==> src/rtl/spi_slave.sv <==
// SPI mode-0 slave (CPOL=0, CPHA=0, MSB first) oversampling the SPI pins on the system clock.
// Define SPI_SLAVE_MISO_TRISTATE_EN to float miso while deselected or in reset.
module spi_slave #(
  parameter int DATA_WIDTH  = 8,
  parameter int SYNC_STAGES = 2
) (
  input  logic                  i_clk,
  input  logic                  i_rst,
  input  logic                  i_sck,
  input  logic                  i_mosi,
  output logic                  o_miso,
  input  logic                  i_cs,
  output logic [DATA_WIDTH-1:0] o_dr,
  input  logic [DATA_WIDTH-1:0] i_ds,
  output logic                  o_ack
);

  localparam int CW = $clog2(DATA_WIDTH + 1);

  logic [SYNC_STAGES-1:0] r_sckSync;
  logic [SYNC_STAGES-1:0] r_csSync;
  logic [SYNC_STAGES-1:0] r_mosiSync;
  logic                   r_sckPrev;
  logic                   r_csPrev;

  // The last received bit goes straight into dr, so rx only holds the first W-1 bits.
  logic [DATA_WIDTH-2:0]  r_rxShift;
  logic [DATA_WIDTH-1:0]  r_txShift;
  logic [CW-1:0]          r_bitCnt;
  logic [DATA_WIDTH-1:0]  r_dr;
  logic                   r_ack;

  logic w_sck;
  logic w_cs;
  logic w_mosi;
  logic w_sckRise;
  logic w_sckFall;
  logic w_csFall;
  logic w_lastBit;

  // cs presets high so reset looks like an idle, deselected bus.
  always_ff @(posedge i_clk or posedge i_rst) begin
    if (i_rst) begin
      r_sckSync  <= '0;
      r_csSync   <= '1;
      r_mosiSync <= '0;
      r_sckPrev  <= 1'b0;
      r_csPrev   <= 1'b1;
    end else begin
      r_sckSync  <= {r_sckSync[SYNC_STAGES-2:0], i_sck};
      r_csSync   <= {r_csSync[SYNC_STAGES-2:0], i_cs};
      r_mosiSync <= {r_mosiSync[SYNC_STAGES-2:0], i_mosi};
      r_sckPrev  <= w_sck;
      r_csPrev   <= w_cs;
    end
  end

  assign w_sck     = r_sckSync[SYNC_STAGES-1];
  assign w_cs      = r_csSync[SYNC_STAGES-1];
  assign w_mosi    = r_mosiSync[SYNC_STAGES-1];
  assign w_sckRise = w_sck & ~r_sckPrev;
  assign w_sckFall = ~w_sck & r_sckPrev;
  assign w_csFall  = ~w_cs & r_csPrev;
  assign w_lastBit = (r_bitCnt == CW'(DATA_WIDTH - 1));

  // A deselected bus holds the counter and partial word cleared, which aborts any transfer.
  always_ff @(posedge i_clk or posedge i_rst) begin
    if (i_rst) begin
      r_rxShift <= '0;
      r_txShift <= '0;
      r_bitCnt  <= '0;
      r_dr      <= '0;
      r_ack     <= 1'b0;
    end else begin
      r_ack <= 1'b0;
      if (w_csFall) begin
        r_txShift <= i_ds;
        r_rxShift <= '0;
        r_bitCnt  <= '0;
      end else if (w_cs) begin
        r_rxShift <= '0;
        r_bitCnt  <= '0;
      end else begin
        if (w_sckRise) begin
          r_rxShift <= {r_rxShift[DATA_WIDTH-3:0], w_mosi};
          if (w_lastBit) begin
            r_dr     <= {r_rxShift, w_mosi};
            r_ack    <= 1'b1;
            r_bitCnt <= '0;
          end else begin
            r_bitCnt <= r_bitCnt + CW'(1);
          end
        end
        if (w_sckFall) begin
          if (r_bitCnt == '0) begin
            r_txShift <= i_ds;
          end else begin
            r_txShift <= r_txShift << 1;
          end
        end
      end
    end
  end

  assign o_dr  = r_dr;
  assign o_ack = r_ack;

`ifdef SPI_SLAVE_MISO_TRISTATE_EN
  assign o_miso = w_cs ? 1'bz : r_txShift[DATA_WIDTH-1];
`else
  assign o_miso = w_cs ? 1'b0 : r_txShift[DATA_WIDTH-1];
`endif

endmodule

==> config.mk <==
export PLATFORM = sky130hd
export DESIGN_NAME = spi_slave
export DESIGN_NICKNAME = d
export VERILOG_FILES = /design/src/rtl/spi_slave.sv
export SDC_FILE = /design/constraint.sdc
export NUM_CORES = 1
export LEC_CHECK = 0
export BUFFER_PORTS_ARGS = -buffer_cell sky130_fd_sc_hd__buf_2
export CAP_MARGIN = 20
export CORE_MARGIN = 1.5
export CORE_UTILIZATION = 56
export CTS_CLUSTER_DIAMETER = 120
export CTS_CLUSTER_SIZE = 30
export DETAILED_ROUTE_END_ITERATION = 16
export PLACE_DENSITY = 0.9
export RECOVER_POWER = 100
export SYNTH_ARGS = -nofsm -noshare
export SYNTH_HDL_FRONTEND = slang
export SYNTH_SLANG_ARGS = --single-unit
==> constraint.sdc <==
create_clock -name i_clk -period 2.1 [get_ports i_clk]
set_input_delay 0.42 -clock i_clk [delete_from_list [all_inputs] [get_ports i_clk]]
set_output_delay 0.42 -clock i_clk [all_outputs]
set_load 0.03 [all_outputs]
==> metrics.yaml, run 1 <==
cells_and_area:
  area_growth_pct: 9.20
  nets: 190
  final_common_cell: "dfrtp_1"
  n_antenna_cell: 0
  final_cell_mix: "dfrtp_1 (33), nand2_1 (18), inv_1 (14), or2_2 (14), buf_2 (12)"
  drive_above_1_share: 0.295
drt:
  first_iter_violations: 30
  vias: 1204
  wirelength_mm: 3.14
  dr.pass1.iters: 4
  wl_per_cell_um: 15.2
  vias_per_cell: 5.82
  drc: 0
  ant_nets: 0
floorplanning:
  rows: 19
  die_area_um2: 3430
  die_h_um: 58.5
  boundaryPins: 23
  core_um2: 2830
  die_width_um: 58.5
  start_util: 0.610
global_routing:
  grt_start_max_net_pins: 37
  top_usage_layer: "met2"
  grt_usage: 0.214
  grt_pass1_wl_mm: 5.36
  antenna_found_initial: 0
  gr-usage-met1: 0.259
  grtUsageMet2: 0.348
  grt_pass1_vias: 1232
  overflow: 0
  grt_use_met3: 0.0681
clock_tree:
  cts_buffers: 5
  clock_sinks: 36
  ctsHtreeMaxLevel: 2
  clk_latency_ns: 0.35
  path_clk_slew_ns: 0.10
  root_buffer: "clkbuf_4"
  cts_tree: "built"
  hold_buffers: 0
  cts_setup_buffers: 0
  clk_path_buf_depth: 2
  cts_resized: 0
worst_setup_path:
  critPathArrivalTime_ns: 1.99
  crit_start: "r_sckSync[1]"
  worstSetupStartpointType: "register"
  crit_type: "reg2reg"
  required_ns: 2.31
  reg2reg_setup_slack_ns: 0.32
  crit_path_max_fanout: 15
  r2r-start: "r_sckSync[1]"
  cp-end-kind: "register"
sta:
  tightest_slew_ns: 0.842
  setup_viol: 0
  hold_viol: 0
  fin_skew_ns: 0.0122
  fin_crit_sh: 0.846
  setup_tns_ns: 0
  min_period_ns: 1.78
  slew_headroom: 0.439
  slew_viol_final: 0
  fmax_ghz: 0.563
  rsz0062_at_grt: "no"
run_status:
  outcome: "finished, final reports clean"
yosys:
  synth-seq-cells: 36
  syn_nets: 169
  ys_seq_area_frac: 0.524
  synthesis.area_um2: 1730
  syn_inst: 154
  ys_types: 32
  ys_warn_count: 0
  avgSynthCellArea_um2: 11.2
run:
  maxCapViolCount: 0
place:
  hpwl_mm: 2.17
  place.gp.congestion: 0.771
  io_buffer_count: 22
pwr:
  power.leakage_nw: 0.855
  p_total_mw: 1.42
  power_per_cell_area_nw_per_um2: 751
  ir_worst_vdd_mv: 0.465
min_path:
  hold_path_class: "in2reg"
  worstHoldStart: "i_mosi"
-- synth_stat cells --
cell,instances,area [µm²]
nor3b_2,1,12.5
or2_2,15,93.8
a211oi_1,7,52.6
nor2_1,2,7.51
buf_1,1,3.75
clkbuf_2,1,5.00
nor4b_4,1,23.8
a221oi_2,7,105
ha_1,2,25.0
o21ai_0,1,5.00
nand4_1,1,6.26
nand3_4,1,17.5
a21oi_1,11,55.1
nand2b_1,3,18.8
mux2_1,3,33.8
nand2_1,18,67.6
a21o_1,1,7.51
a2111oi_0,7,61.3
buf_2,3,15.0
and2_1,1,6.26
dfrtp_1,33,826
buf_6,2,22.5
inv_1,14,52.6
xor2_1,1,8.76
dfstp_2,3,78.8
or3b_1,1,8.76
mux2i_1,1,10.0
mux2_2,5,56.3
nand3b_1,1,7.51
a31o_2,1,8.76
nor2b_1,2,12.5
clkbuf_1,3,11.3
-- final timing paths --
check                                      to  depth (start not counted)
worst max-delay path             r_txShift[7]                          3
worst min-delay path            r_mosiSync[0]                          1
worst max register to register   r_txShift[7]                          3
worst min register to register    r_csSync[1]                          0
max in group asynchronous         r_bitCnt[1]                          3
min in group asynchronous        r_txShift[7]                          3
-- worst max-delay path, stage by stage, from the launching register on --
cell and delay (ns):
dfrtp_1 0.44, nand2b_1 0.46, a2111oi_0 0.64, a211oi_1 0.11
-- layer usage --
layer  up-vias  share of wire
li1        575              -
met1       595           0.43
met2        26           0.51
met3         8          0.044
met4         0          0.018
met5         -              0
-- power breakdown --
group          leakage, nW  internal (mW)  total (mW)  switching [mW]
sequential           0.458          0.727       0.749          0.0214
clock               0.0515          0.316       0.542           0.226
combinational        0.346         0.0498       0.126          0.0759
-- registers in the layout, indices dropped and copies added (netlist names) --
name	flops
o_dr	8
r_txShift	8
r_rxShift	7
r_bitCnt	4
r_csSync	2
r_mosiSync	2
r_sckSync	2
o_ack	1
r_csPrev	1
r_sckPrev	1
-- cell type report --
type	count	area [µm²]
clock buffers	7	65.1
flip-flops and latches	36	905
clock inverters	1	30.0
fillers	231	943
repair buffers	24	110
multi-input cells	94	684
well taps	31	38.8
inverters	14	52.6
-- metrics by stage --
stage | std cells | worst slack (ns) | utilization | hold slack [ns] | area [µm²]
after CTS | 207 | 0.296 | 0.682 | 0.143 | 1930
after floorplan | 154 | 0.599 | - | 0.331 | 1730
after detailed placement | 199 | 0.323 | 0.648 | 0.348 | 1830
after global placement | 199 | 0.433 | 0.648 | 0.337 | 1830
after global routing | 207 | 0.200 | 0.667 | 0.144 | 1890
final | 207 | 0.324 | 0.667 | 0.170 | 1890
-- cell families (layout without fill, tap and decap cells) --
| kind of cell | Yosys count | count (layout) | synth area share |
|---|---|---|---|
| xor gates and xnor gates | 1 | 1 | 0.00507 |
| DFF | 36 | 36 | 0.524 |
| AOI/OAI and AO/OA | 35 | 35 | 0.171 |
| adders and majority gates | 2 | 2 | 0.0145 |
| muxes | 9 | 9 | 0.0580 |
| buffers and inverters | 24 | 46 | 0.0638 |
| and+or+nand+nor | 47 | 47 | 0.164 |
Note: power is estimated with default switching activity, not from simulation.
==> inputs of run 2 (changes only) <==
--- a/config.mk
+++ b/config.mk
@@ -8,11 +8,11 @@
 export BUFFER_PORTS_ARGS = -buffer_cell sky130_fd_sc_hd__buf_2
 export CAP_MARGIN = 20
 export CORE_MARGIN = 1.5
-export CORE_UTILIZATION = 56
+export CORE_UTILIZATION = 51
 export CTS_CLUSTER_DIAMETER = 120
 export CTS_CLUSTER_SIZE = 30
 export DETAILED_ROUTE_END_ITERATION = 16
-export PLACE_DENSITY = 0.9
+export PLACE_DENSITY = 0.87
 export RECOVER_POWER = 100
 export SYNTH_ARGS = -nofsm -noshare
 export SYNTH_HDL_FRONTEND = slang
==> constraint.sdc (replaced) <==
create_clock -name i_clk -period 1.45 [get_ports i_clk]
set_input_delay 0.29 -clock i_clk [delete_from_list [all_inputs] [get_ports i_clk]]
set_output_delay 0.29 -clock i_clk [all_outputs]
set_load 0.03 [all_outputs]
==> run 2 against run 1 <==
The flow now finishes with violations (setup timing). Sequential share of layout area shrank 6.1 points. Total power grew 31%. Cell area grew 15%. Largest cell class unchanged. Sequential power grew 44%. Register-to-register slack lost 0.51 ns. First-iteration DRC count grew to 2.7 times the previous value. Global-route usage grew 2.7 points.
==> metrics.yaml, run 2 (same netlist as run 1, synthesis figures left out) <==
run_status:
  outcome: "complete, but fails checks"
  violations: "setup timing"
global_routing:
  grt_start_max_net_pins: 21
  grt_pass1_vias: 1341
  grt_usage: 0.240
  overflow: 0
  grt_pass1_wl_mm: 6.42
  antenna_found_initial: 0
sta:
  rsz0062_at_grt: "yes"
  min_period_ns: 1.63
  fin_skew_ns: 0.0176
  tightest_slew_ns: 0.544
  setup_viol: 16
  fmax_ghz: 0.612
  setup_tns_ns: -2.09
  hold_viol: 0
  slew_headroom: 0.638
  slew_viol_final: 0
  fin_crit_sh: 1.13
  whs_ns: 0.0517
  fin_ws_ns: -0.185
clock_tree:
  path_clk_slew_ns: 0.10
  cts_buffers: 5
  clock_sinks: 36
  clk_latency_ns: 0.34
  cts_tree: "built"
  ctsHtreeMaxLevel: 2
  root_buffer: "clkbuf_4"
  clk_path_buf_depth: 2
drt:
  dr.pass1.iters: 4
  vias_per_cell: 5.61
  vias: 1358
  first_iter_violations: 81
  wl_per_cell_um: 16.1
  ant_nets: 0
  drc: 0
  wirelength_mm: 3.91
worst_setup_path:
  rr_endpoint: "r_txShift[3]"
  worstSetupStartpointType: "register"
  cp_num_buf_inv: 2
  crit_path_max_fanout: 8
  path_cells: "inv_1 > ha_1 > nor3b_2 > buf_4 > a2111oi_2 > a211oi_2"
  crit_start: "r_bitCnt[1]"
  cpPeakStageDelay_ns: 0.42
  r2r.worst_path.cells: 6
  critPathArrivalTime_ns: 1.85
  critical_path_depth: 6
  slowest_stage: "dfrtp_1"
  cp-end-kind: "register"
  required_ns: 1.67
  critical_path.top_delay_family: "compound AO/OA/AOI/OAI gates"
  r2r-start: "r_bitCnt[1]"
  crit_type: "reg2reg"
  crit_path_end: "r_txShift[3]"
  reg2reg_setup_slack_ns: -0.18
floorplanning:
  die_area_um2: 3740
  start_util: 0.552
  core_um2: 3130
  rows: 20
  die_h_um: 61.2
  die_width_um: 61.2
  boundaryPins: 23
pwr:
  ir_worst_vdd_mv: 0.700
  power.leakage_nw: 0.955
  power_per_cell_area_nw_per_um2: 856
  p_total_mw: 1.85
cells_and_area:
  drive_above_1_share: 0.460
  final_cell_mix: "dfrtp_1 (33), nand2_1 (18), or2_2 (15), buf_4 (14), buf_2 (13)"
  final_common_cell: "dfrtp_1"
  nets: 213
  n_antenna_cell: 0
  area_growth_pct: 25.1
  fill_cells: 216
place:
  place.gp.congestion: 0.870
  hpwl_mm: 2.39
  io_buffer_count: 22
run:
  maxCapViolCount: 0
min_path:
  hold_path_class: "in2reg"
==> run 2: cell types whose count changed in the layout (fill, tap and decap cells not counted), moves of 3 or more <==
cell,before,now
buf_4,1,14
buf_6,0,5
inv_1,14,11
a2111oi_0,7,0
a2111oi_2,0,5
==> run 2: worst min path at each step <==
stage	to	startpoint	slack (ns)	cells past startpoint
final	r_csSync[0]	i_cs	0.05	1
after detailed placement	r_bitCnt[1]	i_rst	0.31	2
after global placement	r_sckSync[1]	i_rst	0.29	2
after global routing	r_csSync[0]	i_cs	0.02	1
after floorplan	r_csSync[0]	i_cs	0.29	0
after CTS	r_csSync[0]	i_cs	0.03	1
==> run 2: repair_timing <==
item                       4_1_cts  5_1_grt
gates cloned                     1        0
setup endpoints to repair       16       18
buffers inserted                 8        2
gates resized for setup         22        8
hold endpoints to repair         6        0
pin swaps                        2        3
hold buffers                     1        0
==> run 2: per-stage QoR <==
step           cell area, µm²  instances  worst slack [ns]  utilization
4_1_cts                  2140        240            -0.145        0.685
2_1_floorplan            1730        154           -0.0213            -
5_1_grt                  2160        242            -0.255        0.691
3_5_place_dp             1960        223            -0.196        0.626
3_3_place_gp             1960        223            -0.119        0.626
6_report                 2160        242            -0.185        0.691
==> run 2: routing by layer <==
| metal | wire (µm) | global-route usage |
|---|---|---|
| met4 | 54 | 0.0714 |
| met1 | 1670 | 0.313 |
| met2 | 1980 | 0.400 |
| met3 | 195 | 0.0588 |
| met5 | 0 | 0 |
==> run 2: area by class of cell <==
cell class / count / area (µm²) / area share
Timing Repair Buffer: 46 / 305 / 0.141
Clock buffer: 6 / 41.3 / 0.0191
Inverter: 14 / 56.3 / 0.0261
Multi-Input combinational cell: 95 / 793 / 0.367
Clock inverter: 1 / 5.00 / 0.00232
Sequential cell: 36 / 905 / 0.419
Tap cell: 44 / 55.1 / 0.0255
==> run 2: where the power goes <==
part           total (mW)  switching, mW  leakage [nW]  internal (mW)
Sequential           1.08         0.0273         0.457           1.05
Clock               0.496          0.317        0.0281          0.179
Combinational       0.273          0.154         0.470          0.119
Total                1.85          0.499         0.955           1.35
